**src/rtl/matgen_ctrl.sv**
```systemverilog
// Kyber matrix-A generation sequencer.
// Walks (i, j) in row-major order over the K x K matrix. For each entry it starts the XOF with
// the two index bytes, forwards WORDS squeezed 64-bit words to parse, then waits for parse to
// report the finished polynomial.
module matgen_ctrl #(
   parameter int unsigned K     = 3,
   parameter int unsigned WORDS = 96
) (
   input  logic        i_clk,
   input  logic        i_rstn,
   input  logic        i_start,
   input  logic        i_transpose,
   input  logic        i_abort,
   output logic        o_busy,
   output logic        o_done,
   output logic        o_xof_start,
   output logic [15:0] o_xof_idx,
   input  logic        i_xof_ready,
   input  logic [63:0] i_xof_word,
   input  logic        i_xof_word_valid,
   output logic        o_xof_word_ready,
   output logic [63:0] o_parse_ibytes,
   output logic        o_parse_ibytes_valid,
   input  logic        i_parse_done,
   output logic [1:0]  o_poly_row,
   output logic [1:0]  o_poly_col,
   output logic        o_poly_valid
);

   localparam int unsigned CntW = $clog2(WORDS + 1);

   typedef enum logic [2:0] {StIdle, StStart, StStream, StWait, StDone} state_e;

   state_e          state_q, state_d;
   logic [1:0]      row_q, row_d;
   logic [1:0]      col_q, col_d;
   logic [CntW-1:0] cnt_q, cnt_d;
   logic            transpose_q, transpose_d;
   logic [63:0]     pdata_q;
   logic            pvalid_q;
   logic            xfer;
   logic            last_row, last_col;

   // Abort masks the handshake so no word is consumed on the cycle we bail out.
   assign xfer     = (state_q == StStream) && i_xof_word_valid && !i_abort;
   assign last_row = (row_q == 2'(K - 1));
   assign last_col = (col_q == 2'(K - 1));

   assign o_parse_ibytes       = pdata_q;
   assign o_parse_ibytes_valid = pvalid_q;
   assign o_poly_row           = row_q;
   assign o_poly_col           = col_q;

   // Next-state, index/counter updates and Moore/Mealy outputs.
   always_comb begin
      state_d          = state_q;
      row_d            = row_q;
      col_d            = col_q;
      cnt_d            = cnt_q;
      transpose_d      = transpose_q;
      o_busy           = (state_q != StIdle);
      o_done           = 1'b0;
      o_xof_start      = 1'b0;
      o_xof_idx        = '0;
      o_xof_word_ready = 1'b0;
      o_poly_valid     = 1'b0;

      unique case (state_q)
         StIdle: begin
            if (i_start) begin
               transpose_d = i_transpose;
               row_d       = '0;
               col_d       = '0;
               cnt_d       = '0;
               state_d     = StStart;
            end
         end
         StStart: begin
            o_xof_start = 1'b1;
            o_xof_idx   = transpose_q ? {6'b0, row_q, 6'b0, col_q} : {6'b0, col_q, 6'b0, row_q};
            if (i_xof_ready) begin
               state_d = StStream;
            end
         end
         StStream: begin
            o_xof_word_ready = !i_abort;
            if (xfer) begin
               if (cnt_q == CntW'(WORDS - 1)) begin
                  cnt_d   = '0;
                  state_d = StWait;
               end else begin
                  cnt_d = cnt_q + 1'b1;
               end
            end
         end
         StWait: begin
            if (i_parse_done) begin
               o_poly_valid = 1'b1;
               if (last_col) begin
                  if (last_row) begin
                     state_d = StDone;
                  end else begin
                     col_d   = '0;
                     row_d   = row_q + 2'd1;
                     state_d = StStart;
                  end
               end else begin
                  col_d   = col_q + 2'd1;
                  state_d = StStart;
               end
            end
         end
         StDone: begin
            o_done  = 1'b1;
            state_d = StIdle;
         end
         default: state_d = StIdle;
      endcase

      // Abort overrides everything above, including completion pulses.
      if (i_abort && (state_q != StIdle)) begin
         state_d      = StIdle;
         row_d        = '0;
         col_d        = '0;
         cnt_d        = '0;
         o_done       = 1'b0;
         o_poly_valid = 1'b0;
      end
   end

   // Control state registers.
   always_ff @(posedge i_clk or negedge i_rstn) begin
      if (!i_rstn) begin
         state_q     <= StIdle;
         row_q       <= '0;
         col_q       <= '0;
         cnt_q       <= '0;
         transpose_q <= 1'b0;
      end else begin
         state_q     <= state_d;
         row_q       <= row_d;
         col_q       <= col_d;
         cnt_q       <= cnt_d;
         transpose_q <= transpose_d;
      end
   end

   // One-cycle registered forwarding of accepted XOF words to parse.
   always_ff @(posedge i_clk or negedge i_rstn) begin
      if (!i_rstn) begin
         pdata_q  <= '0;
         pvalid_q <= 1'b0;
      end else begin
         pvalid_q <= xfer;
         if (xfer) begin
            pdata_q <= i_xof_word;
         end
      end
   end

endmodule

```
**config.mk**
```make
export PLATFORM = sky130hd
export DESIGN_NAME = matgen_ctrl
export DESIGN_NICKNAME = d
export VERILOG_FILES = /design/src/rtl/matgen_ctrl.sv
export SDC_FILE = /design/constraint.sdc
export NUM_CORES = 1
export LEC_CHECK = 0
export CORE_MARGIN = 2
export CORE_UTILIZATION = 46
export CTS_BUF_LIST = sky130_fd_sc_hd__clkbuf_8
export DETAILED_ROUTE_END_ITERATION = 8
export PLACE_DENSITY = 0.93
export REMOVE_ABC_BUFFERS = 1
export SLEW_MARGIN = 15
export SYNTH_ARGS = -nofsm -noshare
export SYNTH_HDL_FRONTEND = slang
export SYNTH_SLANG_ARGS = --single-unit
```
**constraint.sdc**
```tcl
create_clock -name i_clk -period 3.45 [get_ports i_clk]
set_clock_uncertainty 0.15 [all_clocks]
set_input_delay 0.69 -clock i_clk [delete_from_list [all_inputs] [get_ports i_clk]]
set_output_delay 0.69 -clock i_clk [all_outputs]
set_load 0.03 [all_outputs]
```
==> metrics.md, run 1 <==
| Metric | Value |
|---|---|
| # Post-CTS Setup Buffers | `0` |
| Worst vdd ir | `0.250 mV` |
| WP buf/inv | `2` |
| Detailed Routing Iterations Pass 1 | `4` |
| HP Start | `o_parse_ibytes[22]` |
| Gr usage total | `18.3%` |
| Max Clock Freq | `0.306 GHz` |
| RSZ-0062 raised after global routing | `no` |
| Worst-path clk slew | `0.08 ns` |
| Worst setup margin | `0.182 ns` |
| DRT iter0 DRCs | `60` |
| Area Growth Syn to Fin | `47.9%` |
| Hold WC Path Type | `flop to flop` |
| DP Area | `5010 um2` |
| Post-layout net count | `483` |
| Critical path type | `input pin to primary output` |
| Post-cts hold buffer count | `0` |
| Vias | `2,574` |
| Setup violators final | `0` |
| GPL Wtd Cong | `0.756` |
| Final min period | `3.27 ns` |
| Rows | `32` |
| R2r startpoint | `state_q[1]` |
| Number of H-tree levels | `3` |
| Max FO, Critical Path | `4` |
| Max Slew Vio Count | `0` |
| CP required | `2.61 ns` |
| Seq cells post-synth | `80` |
| Status | `finished, final reports clean` |
| Most frequent cells in the layout | `clkdlybuf4s50_1, dfrtp_1, mux2_1, mux2_2, conb_1` |
| Max transition margin | `35.3%` |
| # diodes | `0` |
| Initial antenna violation count | `0` |
| Ys flop type | `dfrtp_1` |
| CTS tree | `built` |
| Yosys warning count | `0` |
| Final WL | `7710 um` |
| Final Cell Area | `5250 um2` |
| Global-route wire length before repair | `12,200 um` |
| Total Power | `4.18 mW` |
| Global-route met3 utilization | `3.53%` |
| Crit-path leading delay family | `buffers and inverters` |
| Routing usage on met2 | `32.5%` |
| Cts repair resizes | `0` |
| CP Launch Type | `input pin` |
| Via density | `5.00` |
| Fillers | `561` |
| Area occupied by multi-input gates | `1330 um2` |
| Setup TNS | `0 ns` |
| Nature of the critical path endpoint | `primary output` |
| Post-synthesis area per instance | `13.7 um2` |
| Vias in the first global route | `2,517` |
| Drt wl/cell | `15.0 um` |
| Worst slack, placed | `0.181 ns` |
| Crit path cell chain | `clkdlybuf4s50_1, nor4bb_1, and2_1, clkdlybuf4s50_1` |
| GRT overflow | `0` |
| Ys async rst share | `100%` |
| Post-Syn Area | `3550 um2` |
| Setup crit start | `i_abort` |
| Peak per-stage delay on the critical path | `0.67 ns` |
| Max Cap Viol | `0` |
| Critical Path AT | `2.43 ns` |
| Cell count after synthesis | `259` |
| CTS Buf Count | `9` |
| GRT busiest layer | `met2` |
| Sequential area share after synthesis | `56.4%` |
| Number of enable flip-flop cells after synthesis | `0` |
| Final core utilization | `68.9%` |
| Clock Latency Late Sink | `0.34 ns` |
| Sink Count | `80` |
| Die Wd | `91.8 um` |
| Reg area | `2000 um2` |
| Most frequent CP cell | `clkdlybuf4s50_1` |
| Met1 Use GR | `22.2%` |
| Hold Fails Final Rpt | `0` |
| Ratio of final minimum period to clock period | `94.7%` |
| Chip Height | `91.8 um` |
| Core area | `7610 um2` |
| Actual slew at the worst max-slew pin | `0.971 ns` |
| Initial cell density of the core | `46.6%` |
| Clk root buf | `clkbuf_8` |
| Slowest stage cell, crit path | `clkdlybuf4s50_1` |
| Worst-case clock buffer depth | `2` |
| Full die area | `8430 um2` |
| Largest net degree at the start of global routing | `81` |
| DP Wirelength | `5880 um` |
| I/O Buffers | `149` |
| Pwr Density | `796 nW/um2` |
| Antenna Nets Post-Route | `0` |
| Leak Pwr | `2.30 nW` |
| Boundary Pins | `162` |
| Cell variety after synth | `46` |
| Share of cells above drive strength 1 | `11.9%` |
| Commonest non-fill, non-tap cell in the layout | `clkdlybuf4s50_1` |
| Remaining DRCs | `0` |
[synth_stat cells, types with 2 or more instances]
cell type  number  share of area, %
nand2_1         7              0.74
nand3_1         5              0.71
inv_1           4              0.42
o31ai_1         5               1.1
nor2_1         10               1.1
a21oi_1         5              0.71
buf_2           2              0.28
a211o_1         2              0.49
dfrtp_1        80                56
a21o_1          2              0.42
o21ai_0         9               1.3
mux2_2         25               7.9
nor3_1          4              0.56
mux2i_1         4               1.1
nand2b_1        3              0.53
and3b_1         2              0.49
or3_1           3              0.53
buf_4          14               3.0
nand4b_1        3              0.74
ha_1            2              0.71
buf_12          4               2.3
mux2_1         40                13
[registers in the layout, summed over array words and instances, names as in the netlist]
| signal | cells |
|---|---|
| o_parse_ibytes | 64 |
| cnt_q | 7 |
| state_q | 3 |
| o_poly_col | 2 |
| o_poly_row | 2 |
| o_parse_ibytes_valid | 1 |
| transpose_q | 1 |
[path summary, 6_finish.rpt]
path / to / slack, ns / depth (start not counted)
worst min-delay path: o_parse_ibytes[22] / 0.34 / 1
min in group asynchronous: o_parse_ibytes[7] / 0.36 / 1
max in group asynchronous: cnt_q[6] / 2.17 / 1
worst max-delay path: o_poly_valid / 0.18 / 4
worst min register to register: o_parse_ibytes[22] / 0.34 / 1
worst max register to register: o_parse_ibytes[35] / 1.27 / 5
[worst register-to-register path: stages, from the launching register on]
cell and delay (ns):
dfrtp_1 0.61, nor4b_4 0.43, nand2_2 0.14, inv_2 0.10, buf_12 0.25, mux2_1 0.40
[per-layer routing]
metal  wire (um)  vias up
met5           0        -
met4         136        0
met3         412       10
met2        4000      108
met1        3160     1251
li1            -     1205
[area by class of cell]
| cell class | count | share of cell area (%) |
|---|---|---|
| tap | 102 | 2.43 |
| clock buffer | 9 | 2.36 |
| clock inverter | 6 | 2.05 |
| timing repair buffer | 153 | 29.2 |
| inverter | 5 | 0.358 |
| sequential | 80 | 38.2 |
| multi-input combinational | 160 | 25.4 |
[where the power goes]
part / switching, mW / internal [mW]
clock network: 0.321 / 0.476
logic: 1.04 / 0.873
registers: 0.185 / 1.28
[metrics by stage]
stage          hold WS [ns]  instances
2_1_floorplan         0.244        245
3_3_place_gp          0.316        500
3_5_place_dp          0.325        500
4_1_cts               0.341        515
5_1_grt               0.348        515
6_report              0.339        515
[cells by family (layout without fill, tap and decap cells)]
| logic type | count (synthesis) | after routing | synth area share (%) |
|---|---|---|---|
| other cells | 1 | 12 | 0.106 |
| simple gates | 48 | 48 | 8.33 |
| flops | 80 | 80 | 56.4 |
| buf+inv | 30 | 173 | 7.12 |
| mux | 69 | 69 | 21.8 |
| compound gates | 29 | 29 | 5.54 |
| fa+ha+maj | 2 | 2 | 0.705 |
Note: power is estimated with default switching activity, not from simulation.
==> inputs of run 2 (changes only) <==
- CORE_ASPECT_RATIO: unset -> 1.2
==> run 2 against run 1 <==
Against the previous run:
- sequential power about the same
- first-iteration DRC count increased by 22%
- critical endpoint unchanged
- critical path type unchanged
- sequential share of layout area increased by 0.11 points
- wire length increased by 5.7%
==> metrics.md, run 2 (synthesis gave the netlist of run 1 again) <==
| Metric | Value |
|---|---|
| Worst setup margin | `0.266 ns (was 0.182 ns)` |
| Rows | `35 (was 32)` |
| Initial cell density of the core | `46.8% (was 46.6%)` |
| Inst Count DP | `490 (was 500)` |
| Hold WC Path Type | `input pin to async pin (was flop to flop)` |
| Largest net degree at the start of global routing | `81 (unchanged)` |
| CTS Buf Count | `9 (unchanged)` |
| Post-cts hold buffer count | `0 (unchanged)` |
| Worst reg2reg path depth | `6 (was 5)` |
| Peak per-stage delay on the critical path | `0.69 ns (was 0.67 ns)` |
| Core area | `7580 um2 (was 7610 um2)` |
| Crit path cell chain | `clkdlybuf4s50_1, nor4bb_1, and2_1, clkdlybuf4s50_1 (unchanged)` |
| Gr usage total | `19.3% (was 18.3%)` |
| Nature of the critical path endpoint | `primary output (unchanged)` |
| Max Clock Freq | `0.314 GHz (was 0.306 GHz)` |
| Boundary Pins | `162 (unchanged)` |
| Pwr Density | `797 nW/um2 (was 796 nW/um2)` |
| Leak Pwr | `2.29 nW (was 2.30 nW)` |
| Most frequent CP cell | `clkdlybuf4s50_1 (unchanged)` |
| Full die area | `8430 um2 (about the same)` |
| CP required | `2.61 ns (about the same)` |
| Layout Cells excl Fill | `506 (was 515)` |
| Hold Fails Final Rpt | `0 (unchanged)` |
| Final min period | `3.18 ns (was 3.27 ns)` |
| Setup crit start | `i_abort (unchanged)` |
| R2r startpoint | `state_q[1] (unchanged)` |
| Share of cells above drive strength 1 | `12.3% (was 11.9%)` |
| Sink Count | `80 (unchanged)` |
| # Post-CTS Setup Buffers | `0 (unchanged)` |
| Vias | `2,596 (was 2,574)` |
| Commonest non-fill, non-tap cell in the layout | `clkdlybuf4s50_1 (unchanged)` |
| GRT overflow | `0 (unchanged)` |
| Setup TNS | `0 ns (unchanged)` |
| Max FO, Critical Path | `2 (was 4)` |
| Worst vdd ir | `0.451 mV (was 0.250 mV)` |
| Area Growth Syn to Fin | `47.4% (was 47.9%)` |
| DRT iter0 DRCs | `73 (was 60)` |
| Max Cap Viol | `0 (unchanged)` |
| DP Wirelength | `5960 um (was 5880 um)` |
| CP Launch Type | `input pin (unchanged)` |
| Drt wl/cell | `16.1 um (was 15.0 um)` |
| Setup violators final | `0 (unchanged)` |
| Clock Latency Late Sink | `0.35 ns (was 0.34 ns)` |
| I/O Buffers | `149 (unchanged)` |
| Initial antenna violation count | `0 (unchanged)` |
| Ratio of final minimum period to clock period | `92.3% (was 94.7%)` |
| Final core utilization | `69.0% (was 68.9%)` |
| Worst setup path endpoint | `o_poly_valid (unchanged)` |
| Max Slew Vio Count | `0 (unchanged)` |
| CTS tree | `built (unchanged)` |
| Actual slew at the worst max-slew pin | `0.985 ns (was 0.971 ns)` |
| Critical path type | `input pin to primary output (unchanged)` |
| Via density | `5.13 (was 5.00)` |
| Final WL | `8150 um (was 7710 um)` |
| Capturing point of the worst reg2reg path | `o_parse_ibytes[61] (was o_parse_ibytes[35])` |
| Remaining DRCs | `0 (unchanged)` |
| Number of H-tree levels | `3 (unchanged)` |
| Cts repair resizes | `0 (unchanged)` |
| Vias in the first global route | `2,595 (was 2,517)` |
| RSZ-0062 raised after global routing | `no (unchanged)` |
| Clk root buf | `clkbuf_8 (unchanged)` |
| Slowest stage cell, crit path | `clkdlybuf4s50_1 (unchanged)` |
| Detailed Routing Iterations Pass 1 | `4 (unchanged)` |
| Status | `finished, final reports clean (unchanged)` |
| Post-layout net count | `483 (unchanged)` |
| Critical Path AT | `2.34 ns (was 2.43 ns)` |
| Chip Height | `100 um (was 91.8 um)` |
| Max reg flops | `64 (unchanged)` |
| Die Wd | `84.2 um (was 91.8 um)` |
| Most frequent cells in the layout | `clkdlybuf4s50_1, dfrtp_1, mux2_1, mux2_2, conb_1 (unchanged)` |
| GPL Wtd Cong | `0.839 (was 0.756)` |
| Worst-case clock buffer depth | `2 (unchanged)` |
| Global-route wire length before repair | `12,800 um (was 12,200 um)` |
| Total Power | `4.17 mW (was 4.18 mW)` |
| Antenna Nets Post-Route | `0 (unchanged)` |
| Worst-path clk slew | `0.09 ns (was 0.08 ns)` |
| # diodes | `0 (unchanged)` |
| Max transition margin | `34.3% (was 35.3%)` |
| Worst slack, placed | `0.268 ns (was 0.181 ns)` |
| Reg2reg setup slack | `1.11 ns (was 1.27 ns)` |
[run 2: cell types whose count changed in the layout (fill, tap and decap cells not counted), sizes merged]
cell / previous run / this run
bufinv: 3 / 2
inv: 7 / 6
clkinvlp: 0 / 3
clkbuf: 9 / 10
clkinv: 1 / 0
[run 2: worst min-delay path by stage]
stage,startpoint,to,cells past startpoint
floorplan,i_rstn,cnt_q[0],0
global placement,o_parse_ibytes[52],o_parse_ibytes[52],1
detailed placement,o_parse_ibytes[31],o_parse_ibytes[31],1
CTS,o_parse_ibytes[31],o_parse_ibytes[31],1
global route,o_parse_ibytes[44],o_parse_ibytes[44],1
finish,i_rstn,o_parse_ibytes[60],1
[run 2: layout make-up]
type,count,area [um2]
clock inverters,6,91.3
well taps,92,115
repair buffers,153,1530
flip-flops and latches,80,2000
fillers,546,2350
multi-input cells,160,1330
inverters,5,18.8
clock buffers,10,138
[run 2: report_power, final]
| group | leakage (nW) | internal (mW) | switching [mW] |
|---|---|---|---|
| sequential | 1.03 | 1.28 | 0.182 |
| combinational | 1.15 | 0.874 | 1.05 |
| clock | 0.105 | 0.430 | 0.353 |
[run 2: metrics by stage]
| step | cell area [um2] | hold slack, ns |
|---|---|---|
| global placement | 5000 | 0.317 |
| floorplan | 3350 | 0.244 |
| finish | 5230 | 0.337 |
| detailed placement | 5000 | 0.324 |
| CTS | 5230 | 0.342 |
| global route | 5230 | 0.365 |
[run 2: critical path, delay by kind of cell]
family / cells / cell delay (ns)
buffers and inverters: 2 / 1.11
and+or+nand+nor: 2 / 0.55
[run 2: metal layers]
| layer | part of all wire (%) | up-vias | track usage (%) |
|---|---|---|---|
| li1 | - | 1200 | - |
| met1 | 39 | 1276 | 22.6 |
| met2 | 53 | 110 | 34.0 |
| met3 | 6.4 | 10 | 5.84 |
| met4 | 1.5 | 0 | 5.96 |
| met5 | 0 | - | 0 |
==> inputs of run 3 (changes only) <==
- CORE_MARGIN: 2 -> unset
- GPL_TIMING_DRIVEN: unset -> 0
- HOLD_SLACK_MARGIN: unset -> 0.08
==> run 3 against run 2 <==
Against the previous run:
- clock power is 4.1% lower
- global-route usage grew 1.4 points
- final cell count down 0.99%
- utilization increased by 1.8 points
- register-to-register slack lost 0.17 ns
- critical path type unchanged
- critical endpoint is now o_xof_word_ready
==> metrics.md, run 3 (synthesis gave the netlist of run 1 again) <==
| Metric | Value |
|---|---|
| CP required | `2.61 ns (about the same)` |
| Sink Count | `80 (unchanged)` |
| Share of cells above drive strength 1 | `11.9% (was 12.3%)` |
| Share of power burned in registers | `35.4% (was 35.1%)` |
| Sw Ratio | `38.1% (was 38.0%)` |
| Ratio of final minimum period to clock period | `98.1% (was 92.3%)` |
| Nature of the critical path endpoint | `primary output (unchanged)` |
| Global-route wire length before repair | `12,700 um (was 12,800 um)` |
| Hold WS | `0.141 ns (was 0.337 ns)` |
| Area Growth Syn to Fin | `47.0% (was 47.4%)` |
| CTS Buf Count | `9 (unchanged)` |
| Rows | `34 (was 35)` |
| Final min period | `3.38 ns (was 3.18 ns)` |
| Final Cell Area | `5220 um2 (was 5230 um2)` |
| Full die area | `8070 um2 (was 8430 um2)` |
| Clock share of power | `18.1% (was 18.8%)` |
| Clock Latency Late Sink | `0.33 ns (was 0.35 ns)` |
| # diodes | `0 (unchanged)` |
| Clk root buf | `clkbuf_8 (unchanged)` |
| Worst vdd ir | `0.508 mV (was 0.451 mV)` |
| Pint | `2.56 mW (was 2.58 mW)` |
| Max Clock Freq | `0.296 GHz (was 0.314 GHz)` |
| Hold WC Path Type | `input pin to async pin (unchanged)` |
| Die Wd | `82.2 um (was 84.2 um)` |
| Comb pwr share | `46.5% (was 46.2%)` |
| Actual slew at the worst max-slew pin | `0.819 ns (was 0.985 ns)` |
| CTS tree | `built (unchanged)` |
| Antenna Nets Post-Route | `0 (unchanged)` |
| Commonest non-fill, non-tap cell in the layout | `clkdlybuf4s50_1 (unchanged)` |
| Initial antenna violation count | `0 (unchanged)` |
| Critical Path AT | `2.54 ns (was 2.34 ns)` |
| Boundary Pins | `162 (unchanged)` |
| Number of H-tree levels | `3 (unchanged)` |
| Pwr Density | `794 nW/um2 (was 797 nW/um2)` |
| Critical path type | `input pin to primary output (unchanged)` |
| Setup violators final | `0 (unchanged)` |
| Most frequent cells in the layout | `clkdlybuf4s50_1, dfrtp_1, mux2_1, mux2_2, conb_1 (unchanged)` |
| I/O Buffers | `149 (unchanged)` |
| RSZ-0062 raised after global routing | `no (unchanged)` |
| Max Slew Vio Count | `0 (unchanged)` |
| Max reg flops | `64 (unchanged)` |
| Setup TNS | `0 ns (unchanged)` |
| Gr usage total | `20.7% (was 19.3%)` |
| Leak Pwr | `2.28 nW (was 2.29 nW)` |
| Remaining DRCs | `0 (unchanged)` |
| Chip Height | `98.2 um (was 100 um)` |
| Max transition margin | `45.4% (was 34.3%)` |
| Inst Count DP | `485 (was 490)` |
| DP Area | `4990 um2 (was 5000 um2)` |
| DP Wirelength | `6170 um (was 5960 um)` |
| Fillers | `505 (was 546)` |
| Final WL | `8040 um (was 8150 um)` |
| Core area | `7360 um2 (was 7580 um2)` |
| Via density | `5.13 (about the same)` |
| Max FO, Critical Path | `9 (was 2)` |
| Hold Fails Final Rpt | `0 (unchanged)` |
| Reg area | `2000 um2 (unchanged)` |
| Post-layout net count | `481 (was 483)` |
| Sw Pwr | `1.58 mW (was 1.59 mW)` |
| Initial cell density of the core | `48.2% (was 46.8%)` |
| Status | `finished, final reports clean (unchanged)` |
| DRT iter0 DRCs | `69 (was 73)` |
| Layout Cells excl Fill | `501 (was 506)` |
| CP Launch Type | `input pin (unchanged)` |
| Largest net degree at the start of global routing | `67 (was 81)` |
| Detailed Routing Iterations Pass 1 | `4 (unchanged)` |
| Worst-case clock buffer depth | `2 (unchanged)` |
| Vias in the first global route | `2,602 (was 2,595)` |
| Total Power | `4.14 mW (was 4.17 mW)` |
| GRT overflow | `0 (unchanged)` |
| Drt wl/cell | `16.0 um (was 16.1 um)` |
| Max Cap Viol | `0 (unchanged)` |
| GPL Wtd Cong | `0.850 (was 0.839)` |
| Worst-path clk slew | `0.09 ns (about the same)` |
| Area occupied by multi-input gates | `1340 um2 (was 1330 um2)` |
| Vias | `2,572 (was 2,596)` |
[run 3: changes by cell type in the layout (fill, tap and decap cells not counted), sizes merged]
cell           change
inv                +1
clkinvlp           -1
clkdlybuf4s50      -1
buf                -2
dlygate4sd2        +1
clkbuf             -1
[run 3: metrics by stage]
| step | setup WS, ns | utilization (%) |
|---|---|---|
| after global routing | 0.0192 | 70.9 |
| after floorplan | 0.625 | - |
| final | 0.0670 | 70.9 |
| after global placement | -1.13 | 67.4 |
| after CTS | 0.0882 | 70.8 |
| after detailed placement | -0.107 | 67.7 |
[run 3: power groups by stage]
stage | combinational [mW] | clock (mW) | sequential, mW
global route | 2.02 | 0.804 | 1.52
finish | 1.93 | 0.751 | 1.46
global placement | 1.89 | 0 | 1.46
floorplan | 0.346 | 0 | 2.15
CTS | 1.95 | 0.770 | 1.47
detailed placement | 1.94 | 0 | 1.49
[run 3: worst max-delay path, stage by stage]
cell and delay [ns]:
clkdlybuf4s50_1 0.62, nor4b_4 0.48, clkdlybuf4s50_1 0.75
[run 3: worst paths after layout]
kind                                     from                  to  slack, ns  cells past startpoint
setup / recovery                      i_abort    o_xof_word_ready       0.07                      3
hold / removal                         i_rstn  o_parse_ibytes[27]       0.14                      1
setup reg to reg                   state_q[1]   o_parse_ibytes[3]       0.94                      4
hold reg to reg            o_parse_ibytes[33]  o_parse_ibytes[33]       0.34                      1
max in group asynchronous              i_rstn  o_parse_ibytes[61]       2.42                      2
min in group i_clk         o_parse_ibytes[33]  o_parse_ibytes[33]       0.34                      1
[run 3: metal layers]
metal	share of wire [%]	up-vias	GRT usage, %
met2	54	117	37.5
li1	-	1192	-
met3	6.9	9	4.21
met1	38	1254	24.0
met5	0	-	0
met4	1.1	0	5.94
[run 3: final cells by class]
| class | count | area share [%] |
|---|---|---|
| clock inverters | 6 | 1.78 |
| flip-flops and latches | 80 | 38.4 |
| repair buffers | 151 | 29.2 |
| multi-input cells | 160 | 25.7 |
| inverters | 5 | 0.408 |
| well taps | 90 | 2.16 |
| clock buffers | 9 | 2.38 |
[run 3: what timing repair did]
| action | in CTS | in global routing |
|---|---|---|
| hold buffers | 0 | 0 |
| setup endpoints to repair | 1 | 1 |
| setup buffers | 0 | 1 |
| pin swaps | 0 | 1 |
| gates cloned | 0 | 0 |
| gates resized for setup | 2 | 0 |
